**config.mk**
```make
export PLATFORM = sky130hd
export DESIGN_NAME = cpu_sequencer_flat
export DESIGN_NICKNAME = d
export VERILOG_FILES = /design/src/rtl/cpu_sequencer_if.sv /design/src/rtl/cpu_sequencer.sv /design/src/flat_wrapper.sv
export SDC_FILE = /design/constraint.sdc
export NUM_CORES = 1
export LEC_CHECK = 0
export ABC_AREA = 1
export BUFFER_PORTS_ARGS = -buffer_cell sky130_fd_sc_hd__buf_4
export CAP_MARGIN = 25
export CORE_UTILIZATION = 55
export CTS_BUF_LIST = sky130_fd_sc_hd__clkbuf_4 sky130_fd_sc_hd__clkbuf_8
export CTS_CLUSTER_SIZE = 30
export DETAILED_ROUTE_END_ITERATION = 7
export PLACE_DENSITY = 0.86
export SYNTH_ARGS = -nofsm -noshare
export SYNTH_HDL_FRONTEND = slang
export SYNTH_SLANG_ARGS = --single-unit
```
**constraint.sdc**
```tcl
create_clock -name clk_i -period 5.2 [get_ports clk_i]
set_input_delay 0.52 -clock clk_i [delete_from_list [all_inputs] [get_ports clk_i]]
set_output_delay 0.52 -clock clk_i [all_outputs]
set_load 0.02 [all_outputs]
```
**src/rtl/cpu_sequencer_if.sv**
```systemverilog
// Handshake and strobe bundle between the multi-cycle CPU sequencer and the datapath/instruction memory.
interface cpu_sequencer_if #(
  parameter int OP_W  = 6,
  parameter int CNT_W = 32
);
  logic             start_i;
  logic [OP_W-1:0]  op_i;
  logic             regwrite_i;
  logic             imem_ack_i;
  logic             imem_req_o;
  logic             ir_we_o;
  logic             pc_we_o;
  logic             reg_we_o;
  logic             busy_o;
  logic             halted_o;
  logic             illegal_o;
  logic [2:0]       state_o;
  logic [CNT_W-1:0] retired_o;

  modport master (
    input  start_i, op_i, regwrite_i, imem_ack_i,
    output imem_req_o, ir_we_o, pc_we_o, reg_we_o, busy_o, halted_o, illegal_o, state_o, retired_o
  );

  modport slave (
    output start_i, op_i, regwrite_i, imem_ack_i,
    input  imem_req_o, ir_we_o, pc_we_o, reg_we_o, busy_o, halted_o, illegal_o, state_o, retired_o
  );
endinterface

```
**src/rtl/cpu_sequencer.sv**
```systemverilog
// Multi-cycle FETCH/DECODE/EXEC/WB control FSM: gates IR, PC and register-file writes,
// stops on halt/illegal opcodes and counts retired instructions.
module cpu_sequencer #(
  parameter int              OP_W    = 6,
  parameter int              CNT_W   = 32,
  parameter logic [OP_W-1:0] HALT_OP = 6'b111111
) (
  input  logic            clk_i,
  input  logic            rst_i,
  cpu_sequencer_if.master bus
);

  typedef enum logic [2:0] {
    IDLE   = 3'd0,
    FETCH  = 3'd1,
    DECODE = 3'd2,
    EXEC   = 3'd3,
    WB     = 3'd4,
    HALT   = 3'd5
  } state_t;

  localparam logic [OP_W-1:0] OP_RTYPE = '0;
  localparam logic [OP_W-1:0] OP_ADDI  = OP_W'(8);

  state_t           state;
  state_t           state_nxt;
  logic             req_r;
  logic             pc_we_r;
  logic             busy_r;
  logic             halted_r;
  logic             illegal_r;
  logic [CNT_W-1:0] retired;

  function automatic logic [CNT_W-1:0] sat_inc(input logic [CNT_W-1:0] v);
    return (&v) ? v : v + CNT_W'(1);
  endfunction

  function automatic logic op_supported(input logic [OP_W-1:0] op);
    return (op == OP_RTYPE) || (op == OP_ADDI);
  endfunction

  always_comb begin
    state_nxt = IDLE;
    case (state)
      IDLE:    state_nxt = bus.start_i ? FETCH : IDLE;
      FETCH:   state_nxt = bus.imem_ack_i ? DECODE : FETCH;
      DECODE:  state_nxt = (bus.op_i != HALT_OP && op_supported(bus.op_i)) ? EXEC : HALT;
      EXEC:    state_nxt = WB;
      WB:      state_nxt = bus.start_i ? FETCH : IDLE;
      HALT:    state_nxt = HALT;
      default: state_nxt = IDLE;
    endcase
  end

  // Moore outputs are registered from the next-state decode so they line up with state.
  always_ff @(posedge clk_i or negedge rst_i) begin
    if (!rst_i) begin
      state     <= IDLE;
      req_r     <= 1'b0;
      pc_we_r   <= 1'b0;
      busy_r    <= 1'b0;
      halted_r  <= 1'b0;
      illegal_r <= 1'b0;
      retired   <= '0;
    end else begin
      state    <= state_nxt;
      req_r    <= (state_nxt == FETCH);
      pc_we_r  <= (state_nxt == WB);
      busy_r   <= (state_nxt == FETCH) || (state_nxt == DECODE) ||
                  (state_nxt == EXEC)  || (state_nxt == WB);
      halted_r <= (state_nxt == HALT);
      if (state == DECODE && bus.op_i != HALT_OP && !op_supported(bus.op_i))
        illegal_r <= 1'b1;
      if (state == WB)
        retired <= sat_inc(retired);
    end
  end

  // IR load follows the memory ack in the same cycle; reg writes follow Control in WB.
  assign bus.imem_req_o = req_r;
  assign bus.ir_we_o    = req_r & bus.imem_ack_i;
  assign bus.pc_we_o    = pc_we_r;
  assign bus.reg_we_o   = pc_we_r & bus.regwrite_i;
  assign bus.busy_o     = busy_r;
  assign bus.halted_o   = halted_r;
  assign bus.illegal_o  = illegal_r;
  assign bus.state_o    = state;
  assign bus.retired_o  = retired;

endmodule

```
**src/flat_wrapper.sv**
```systemverilog
// flat-port wrapper written by rule: the top's interface ports become plain ports
module cpu_sequencer_flat 
#(
  parameter int              OP_W    = 6,
  parameter int              CNT_W   = 32,
  parameter logic [OP_W-1:0] HALT_OP = 6'b111111
)
  (clk_i, rst_i, bus_start_i, bus_op_i, bus_regwrite_i, bus_imem_ack_i, bus_imem_req_o, bus_ir_we_o, bus_pc_we_o, bus_reg_we_o, bus_busy_o, bus_halted_o, bus_illegal_o, bus_state_o, bus_retired_o);
  cpu_sequencer_if #(.OP_W(OP_W), .CNT_W(CNT_W)) bus_i ();
  input  logic clk_i;
  input  logic rst_i;
  input wire logic [$bits(bus_i.start_i)-1:0] bus_start_i;
  input wire logic [$bits(bus_i.op_i)-1:0] bus_op_i;
  input wire logic [$bits(bus_i.regwrite_i)-1:0] bus_regwrite_i;
  input wire logic [$bits(bus_i.imem_ack_i)-1:0] bus_imem_ack_i;
  output wire logic [$bits(bus_i.imem_req_o)-1:0] bus_imem_req_o;
  output wire logic [$bits(bus_i.ir_we_o)-1:0] bus_ir_we_o;
  output wire logic [$bits(bus_i.pc_we_o)-1:0] bus_pc_we_o;
  output wire logic [$bits(bus_i.reg_we_o)-1:0] bus_reg_we_o;
  output wire logic [$bits(bus_i.busy_o)-1:0] bus_busy_o;
  output wire logic [$bits(bus_i.halted_o)-1:0] bus_halted_o;
  output wire logic [$bits(bus_i.illegal_o)-1:0] bus_illegal_o;
  output wire logic [$bits(bus_i.state_o)-1:0] bus_state_o;
  output wire logic [$bits(bus_i.retired_o)-1:0] bus_retired_o;
  assign bus_i.start_i = bus_start_i;
  assign bus_i.op_i = bus_op_i;
  assign bus_i.regwrite_i = bus_regwrite_i;
  assign bus_i.imem_ack_i = bus_imem_ack_i;
  assign bus_imem_req_o = bus_i.imem_req_o;
  assign bus_ir_we_o = bus_i.ir_we_o;
  assign bus_pc_we_o = bus_i.pc_we_o;
  assign bus_reg_we_o = bus_i.reg_we_o;
  assign bus_busy_o = bus_i.busy_o;
  assign bus_halted_o = bus_i.halted_o;
  assign bus_illegal_o = bus_i.illegal_o;
  assign bus_state_o = bus_i.state_o;
  assign bus_retired_o = bus_i.retired_o;
  cpu_sequencer #(.OP_W(OP_W), .CNT_W(CNT_W), .HALT_OP(HALT_OP)) u_core (.clk_i(clk_i), .rst_i(rst_i), .bus(bus_i));
endmodule
```
==> results.py, run 1 <==
metrics = {
    "place": {
        "placed_cell_area_um2": 2940,
        "hpwl_mm": 4.74,
        "dp_worst_setup_slack_ps": 3090,
        "port-buffer-count": 52,
        "gpl.final_weighted_congestion": 0.973,
    },
    "sta": {
        "tns_ps": 0,
        "final_critical_path_setup_slack_ps": 3040,
        "layout_min_cycle_time_ps": 2160,
        "timing.hold.ws_ps": 188,
        "timing_worst_slew_pin_value_ps": 510,
        "timing_hold_violations_final": 0,
        "final-setup-viol-count": 0,
        "final.setup_skew_ps": 11.9,
        "max_freq_mhz": 462,
        "final_min_period_over_clock_period_pct": 41.6,
        "final_max_slew_viol_count": 0,
        "headroom_to_the_max_slew_limit_pct": 66.0,
        "unrepaired_setup_endpoints_after_global_routing": "no",
    },
    "final_layout": {
        "layout-drive-gt1-share_pct": 15.2,
        "register_area_um2": 1000,
        "insertedDiodeCount": 0,
        "fillers": 405,
        "stdcell_area_um2": 3040,
        "multi_input_gate_area_in_the_final_layout_um2": 1340,
        "area_delta_synth_final_pct": 20.1,
        "finish.net_count": 464,
    },
    "yosys": {
        "synth_seq_area_share_pct": 39.5,
        "syn_area_um2": 2530,
        "synth_seq_cells": 40,
        "synth.avg_cell_area_um2": 6.36,
        "ys.warnings.count": 0,
        "post_synth_num_cell_types": 23,
        "syn-num-nets": 410,
        "synth_cells": 398,
    },
    "detailed_routing": {
        "drt_iter0_drc": 149,
        "post_drt_wl_per_cell_um": 12.4,
        "remaining_drc_errors": 0,
        "detailed_routing_iteration_count_for_the_pre_antenna_repair_pass": 5,
        "postRouteWirelength_mm": 6.28,
        "route.vias.total": 2611,
        "final_antenna_net_count": 0,
        "viasPerCell": 5.17,
    },
    "grt": {
        "grt_antenna_before_repair": 0,
        "grt_pass1_wl_mm": 10.8,
        "globalRouteTotalUtil_pct": 28.0,
        "first_global_vias": 2413,
        "grt_start_max_net_pins": 41,
        "overflow": 0,
    },
    "floorplan": {
        "die-height_um": 69.8,
        "placementRows": 24,
        "core_area_um2": 4380,
        "floorplan.io_pins": 53,
        "x_dimension_of_the_die_um": 69.8,
        "initial_utilization_pct": 57.7,
        "die-area_um2": 4880,
    },
    "worst_setup_path": {
        "timing.critical_path.cells": "ha_1 > inv_2 > nor2_2 > nand2_2 > nor2_4 > nand2_2 > nand2_4 > inv_4 > nand2_1 > nand2_1",
        "critPathArrivalTime_ps": 2350,
        "reg2reg_from": "u_core.bus.retired_o[0]$_DFFE_PN0P_",
        "r2r_setup_slack_ps": 3040,
        "startpoint_type": "flop",
        "worst_path_dominant_cell_family": "simple AND/OR/NAND/NOR gates",
        "timing.critical_path.to_type": "flop",
        "r2r.worst_path.cells": 10,
        "critical_path_class": "flop to flop",
        "worst_ep_required_time_ps": 5390,
        "timing.critical_path.slowest_cell_delay_ps": 480,
        "critical_path.slowest_cell": "dfrtp_1",
        "worst-path-buf-inv": 2,
        "critPathMaxFanout": 34,
        "r2r-end": "u_core.bus.retired_o[19]$_DFFE_PN0P_",
    },
    "worst_hold_path": {
        "hold_path.class": "primary input to async pin",
    },
    "clocking": {
        "clkLatencyLatePin_ps": 300,
        "cts_hold_buffers": 0,
        "cts_inserted_buffers": 5,
        "cts_tree": "built",
        "h_tree_lvl_count": 2,
        "ctsRootBufferMaster": "clkbuf_8",
        "postCtsSetupRepairBufs": 0,
        "cts-resized-gates": 0,
        "clkSlewWorstSetupHoldPaths_ps": 80,
        "clock-sinks": 40,
        "clk_path_buf_depth": 2,
    },
    "outcome": {
        "status": "complete, no violations",
    },
    "pwr": {
        "power_uw": 879,
        "irDropWorstVdd_v": 0.000219,
        "static-leakage-power_uw": 0.00156,
        "power.density_cell_area_nw_per_um2": 289,
    },
    "job": {
        "cap_viol_max_count": 0,
    },
}
[logic make-up (layout without fill, tap and decap cells)]
| group | after synthesis | after routing | share of synthesized area, % |
|---|---|---|---|
| XOR/XNOR | 12 | 12 | 4.15 |
| flip-flops | 40 | 40 | 39.5 |
| buffers and inverters | 42 | 97 | 7.37 |
| AND/OR/NAND/NOR | 295 | 295 | 46.7 |
| AO/OA/AOI/OAI | 8 | 8 | 1.78 |
| adder cells (fa/ha/maj) | 1 | 1 | 0.494 |
[layout by cell type (no fill, tap or decap), drive strengths merged, types with 5 or more instances in the layout]
| cell | instances |
|---|---|
| nand2 | 209 |
| nor2 | 57 |
| buf | 52 |
| dfrtp | 40 |
| inv | 37 |
| nand3 | 19 |
| clkbuf | 8 |
| xor2 | 7 |
| o21ai | 6 |
| xnor2 | 5 |
| nor3 | 5 |
[worst reg2reg max path: cells and delay by family, from the launching register on]
kind / cells / cell delay [ps]
buf+inv: 2 / 270
simple gates: 7 / 950
flops: 1 / 480
fa+ha+maj: 1 / 350
[report_power, final]
group | internal [uW] | leakage [uW] | switching, uW
sequential | 347 | 0.000543 | 39.2
clock | 119 | 0.0000523 | 110
combinational | 93.9 | 0.000968 | 171
total | 559 | 0.00156 | 320
[through the flow]
stage | utilization [%] | instances
floorplan | - | 398
global placement | 67.1 | 497
detailed placement | 67.1 | 497
CTS | 69.3 | 505
global route | 69.3 | 505
finish | 69.3 | 505
[metal layers]
layer | GRT usage (%) | routed length (um)
met2 | 46.2 | 3000
met5 | 0 | 0
met1 | 36.5 | 2750
met4 | 10.2 | 151
met3 | 5.38 | 374
[synthesized netlist by cell type]
library cell	instances	area [um2]
buf_6	2	22.5
nor2_1	54	203
nand2_1	206	773
nand2_4	1	11.3
xnor2_1	5	43.8
o21a_1	1	7.51
nand2_2	2	12.5
nand4_1	4	25.0
inv_1	35	131
xor2_1	7	61.3
ha_1	1	12.5
nor2_4	1	11.3
dfrtp_1	40	1000
buf_4	3	22.5
inv_2	1	3.75
nor2_2	2	12.5
nor3_1	4	20.0
o21bai_1	1	7.51
nand3_1	19	95.1
nor3_2	1	10.0
inv_4	1	6.26
o21ai_0	6	30.0
nand3b_1	1	7.51
[how the worst max path moves through the flow]
stage / depth (start not counted) / endpoint / slack [ps] / start
global route: 10 / u_core.bus.retired_o[21]$_DFFE_PN0P_ / 2830 / u_core.bus.retired_o[0]$_DFFE_PN0P_
detailed placement: 10 / u_core.bus.retired_o[12]$_DFFE_PN0P_ / 3090 / u_core.bus.retired_o[0]$_DFFE_PN0P_
global placement: 10 / u_core.bus.retired_o[10]$_DFFE_PN0P_ / 3180 / u_core.bus.retired_o[0]$_DFFE_PN0P_
CTS: 10 / u_core.bus.retired_o[19]$_DFFE_PN0P_ / 3050 / u_core.bus.retired_o[0]$_DFFE_PN0P_
floorplan: 11 / u_core.bus.retired_o[27]$_DFFE_PN0P_ / 3390 / u_core.bus.retired_o[0]$_DFFE_PN0P_
finish: 10 / u_core.bus.retired_o[19]$_DFFE_PN0P_ / 3040 / u_core.bus.retired_o[0]$_DFFE_PN0P_
[cell type report]
type / instances / share of cell area, %
sequential: 40 / 32.9
tap: 52 / 2.14
multi-input combinational: 316 / 44.2
clock buffer: 8 / 3.21
inverter: 37 / 4.65
timing repair buffer: 52 / 12.8
[state kept, by name, summed over array words and instances (netlist names)]
| signal | cells |
|---|---|
| u_core.bus.state_o | 3 |
| u_core.bus.pc_we_o | 1 |
| u_core.bus.busy_o | 1 |
| u_core.bus.illegal_o | 1 |
| u_core.bus.imem_req_o | 1 |
| u_core.bus.retired_o | 32 |
| u_core.bus.halted_o | 1 |
Power figures use the tool's default switching activity.
==> run 2, diff against run 1 <==
==> constraint.sdc (replaced) <==
create_clock -name clk_i -period 2 [get_ports clk_i]
set_input_delay 0.2 -clock clk_i [delete_from_list [all_inputs] [get_ports clk_i]]
set_output_delay 0.2 -clock clk_i [all_outputs]
set_load 0.02 [all_outputs]
==> results.py, run 2 (synthesized netlist as in run 1, its figures left out) <==
metrics = {
    "outcome": {
        "status": "complete, no violations",
    },
    "final_layout": {
        "area_delta_synth_final_pct": 22.8,
        "largest_register_ffs": 32,
        "layout-drive-gt1-share_pct": 15.9,
        "finish.net_count": 469,
        "insertedDiodeCount": 0,
        "stdcell_area_um2": 3110,
        "layout.cells.most_common": "nand2_1",
        "final_cell_mix": "nand2_1, buf_4, nor2_1",
        "layout.core_utilization_pct": 70.9,
        "final_cells": 510,
    },
    "detailed_routing": {
        "drt_iter0_drc": 170,
        "final_antenna_net_count": 0,
        "viasPerCell": 5.10,
        "remaining_drc_errors": 0,
        "post_drt_wl_per_cell_um": 12.3,
        "route.vias.total": 2602,
        "postRouteWirelength_mm": 6.28,
        "detailed_routing_iteration_count_for_the_pre_antenna_repair_pass": 5,
    },
    "clocking": {
        "clk_path_buf_depth": 2,
        "clkSlewWorstSetupHoldPaths_ps": 80,
        "ctsRootBufferMaster": "clkbuf_8",
        "h_tree_lvl_count": 2,
        "cts-resized-gates": 0,
        "cts_tree": "built",
        "clock-sinks": 40,
        "cts_inserted_buffers": 5,
        "clkLatencyLatePin_ps": 290,
    },
    "floorplan": {
        "die-area_um2": 4880,
        "die-height_um": 69.8,
        "placementRows": 24,
        "x_dimension_of_the_die_um": 69.8,
        "floorplan.io_pins": 53,
        "initial_utilization_pct": 57.7,
        "core_area_um2": 4380,
    },
    "pwr": {
        "power.density_cell_area_nw_per_um2": 789,
        "netSwitchingFraction_pct": 34.5,
        "combinational_power_share_pct": 29.2,
        "p_clk_share_pct": 29.6,
        "pwr-share-seq_pct": 41.1,
        "static-leakage-power_uw": 0.00160,
        "irDropWorstVdd_v": 0.000614,
        "internal_power_uw": 1610,
        "switching_power_uw": 845,
    },
    "sta": {
        "headroom_to_the_max_slew_limit_pct": 65.9,
        "timing_worst_slew_pin_value_ps": 512,
        "final.setup_skew_ps": 8.74,
        "final_max_slew_viol_count": 0,
        "final_min_period_over_clock_period_pct": 89.6,
        "final-setup-viol-count": 0,
        "unrepaired_setup_endpoints_after_global_routing": "no",
        "tns_ps": 0,
        "timing.hold.ws_ps": 194,
        "layout_min_cycle_time_ps": 1790,
        "timing_hold_violations_final": 0,
        "max_freq_mhz": 558,
    },
    "worst_hold_path": {
        "hold_path.class": "primary input to flop",
        "holdPathStages": 3,
        "hold_path.startpoint": "bus_start_i",
        "min_delay_endpoint": "u_core.bus.state_o[0]$_DFF_PN0_",
    },
    "grt": {
        "globalRouteTotalUtil_pct": 27.1,
        "grt_antenna_before_repair": 0,
        "first_global_vias": 2390,
        "grt_start_max_net_pins": 41,
        "overflow": 0,
        "grt_pass1_wl_mm": 10.6,
    },
    "job": {
        "cap_viol_max_count": 0,
    },
    "place": {
        "placed_cell_area_um2": 2970,
        "dpl.cell_count": 501,
        "hpwl_mm": 4.86,
        "gpl.final_weighted_congestion": 0.977,
        "port-buffer-count": 52,
    },
    "worst_setup_path": {
        "timing.critical_path.cells": "ha_1 > inv_2 > nor2_2 > nand2_2 > nor2_4 > nand2_2 > nand2_4 > buf_4 > nand2_1 > nand2_1",
        "critPathMaxFanout": 14,
        "timing.critical_path.to_type": "flop",
        "critPathArrivalTime_ps": 2020,
        "timing.critical_path.slowest_cell_delay_ps": 480,
        "r2r-end": "u_core.bus.retired_o[4]$_DFFE_PN0P_",
        "critical_path.slowest_cell": "dfrtp_1",
        "critical_path_class": "flop to flop",
        "startpoint_type": "flop",
        "reg2reg_from": "u_core.bus.retired_o[0]$_DFFE_PN0P_",
        "r2r_setup_slack_ps": 210,
        "r2r.worst_path.cells": 10,
        "worst_ep_required_time_ps": 2230,
    },
}
## run 2: area by class of cell
class | count | area (um2)
timing repair buffer | 57 | 430
inverter | 37 | 141
tap | 52 | 65.1
clock inverter | 1 | 30.0
clock buffer | 7 | 96.3
multi-input combinational | 316 | 1340
fill | 372 | 1280
sequential | 40 | 1000
## run 2: worst max path at each step
stage / from / endpoint / slack [ps] / cells after the start
2_1_floorplan: u_core.bus.retired_o[0]$_DFFE_PN0P_ / u_core.bus.retired_o[27]$_DFFE_PN0P_ / 190 / 11
3_5_place_dp: u_core.bus.retired_o[0]$_DFFE_PN0P_ / u_core.bus.retired_o[4]$_DFFE_PN0P_ / 220 / 10
6_report: u_core.bus.retired_o[0]$_DFFE_PN0P_ / u_core.bus.retired_o[4]$_DFFE_PN0P_ / 210 / 10
4_1_cts: u_core.bus.retired_o[0]$_DFFE_PN0P_ / u_core.bus.retired_o[4]$_DFFE_PN0P_ / 210 / 10
5_1_grt: u_core.bus.retired_o[0]$_DFFE_PN0P_ / u_core.bus.retired_o[6]$_DFFE_PN0P_ / 70 / 10
3_3_place_gp: u_core.bus.retired_o[0]$_DFFE_PN0P_ / u_core.bus.retired_o[5]$_DFFE_PN0P_ / 290 / 9
## run 2: timing repair
action                                 4_1_cts  5_1_grt
hold buffers                                 1        0
setup buffers                                0        0
endpoints found under the hold margin       40        0
## run 2: metal layers
metal	track usage, %	vias to the layer above	wire length (um)
li1	-	1324	-
met1	34.8	1179	2830
met2	45.1	84	2940
met3	5.67	15	356
met4	10.0	0	157
met5	0	-	0
## run 2: per-stage QoR
| stage | total power, uW | setup WS [ps] |
|---|---|---|
| final | 2450 | 208 |
| after global placement | 1710 | 290 |
| after floorplan | 1460 | 191 |
| after global routing | 2570 | 65.6 |
| after detailed placement | 1740 | 216 |
| after CTS | 2460 | 214 |
## run 2: power by group through the flow
stage | clock network, uW | logic, uW | registers (uW)
floorplan | 0 | 351 | 1110
global placement | 0 | 695 | 1010
detailed placement | 0 | 715 | 1020
CTS | 738 | 717 | 1010
global route | 770 | 780 | 1020
finish | 727 | 717 | 1010
## run 2: worst max-delay path: cells and delay by family (launching register included)
kind	cells	cell delay [ps]
adders and majority gates	1	220
buffers and inverters	2	260
DFF	1	480
and+or+nand+nor	7	750
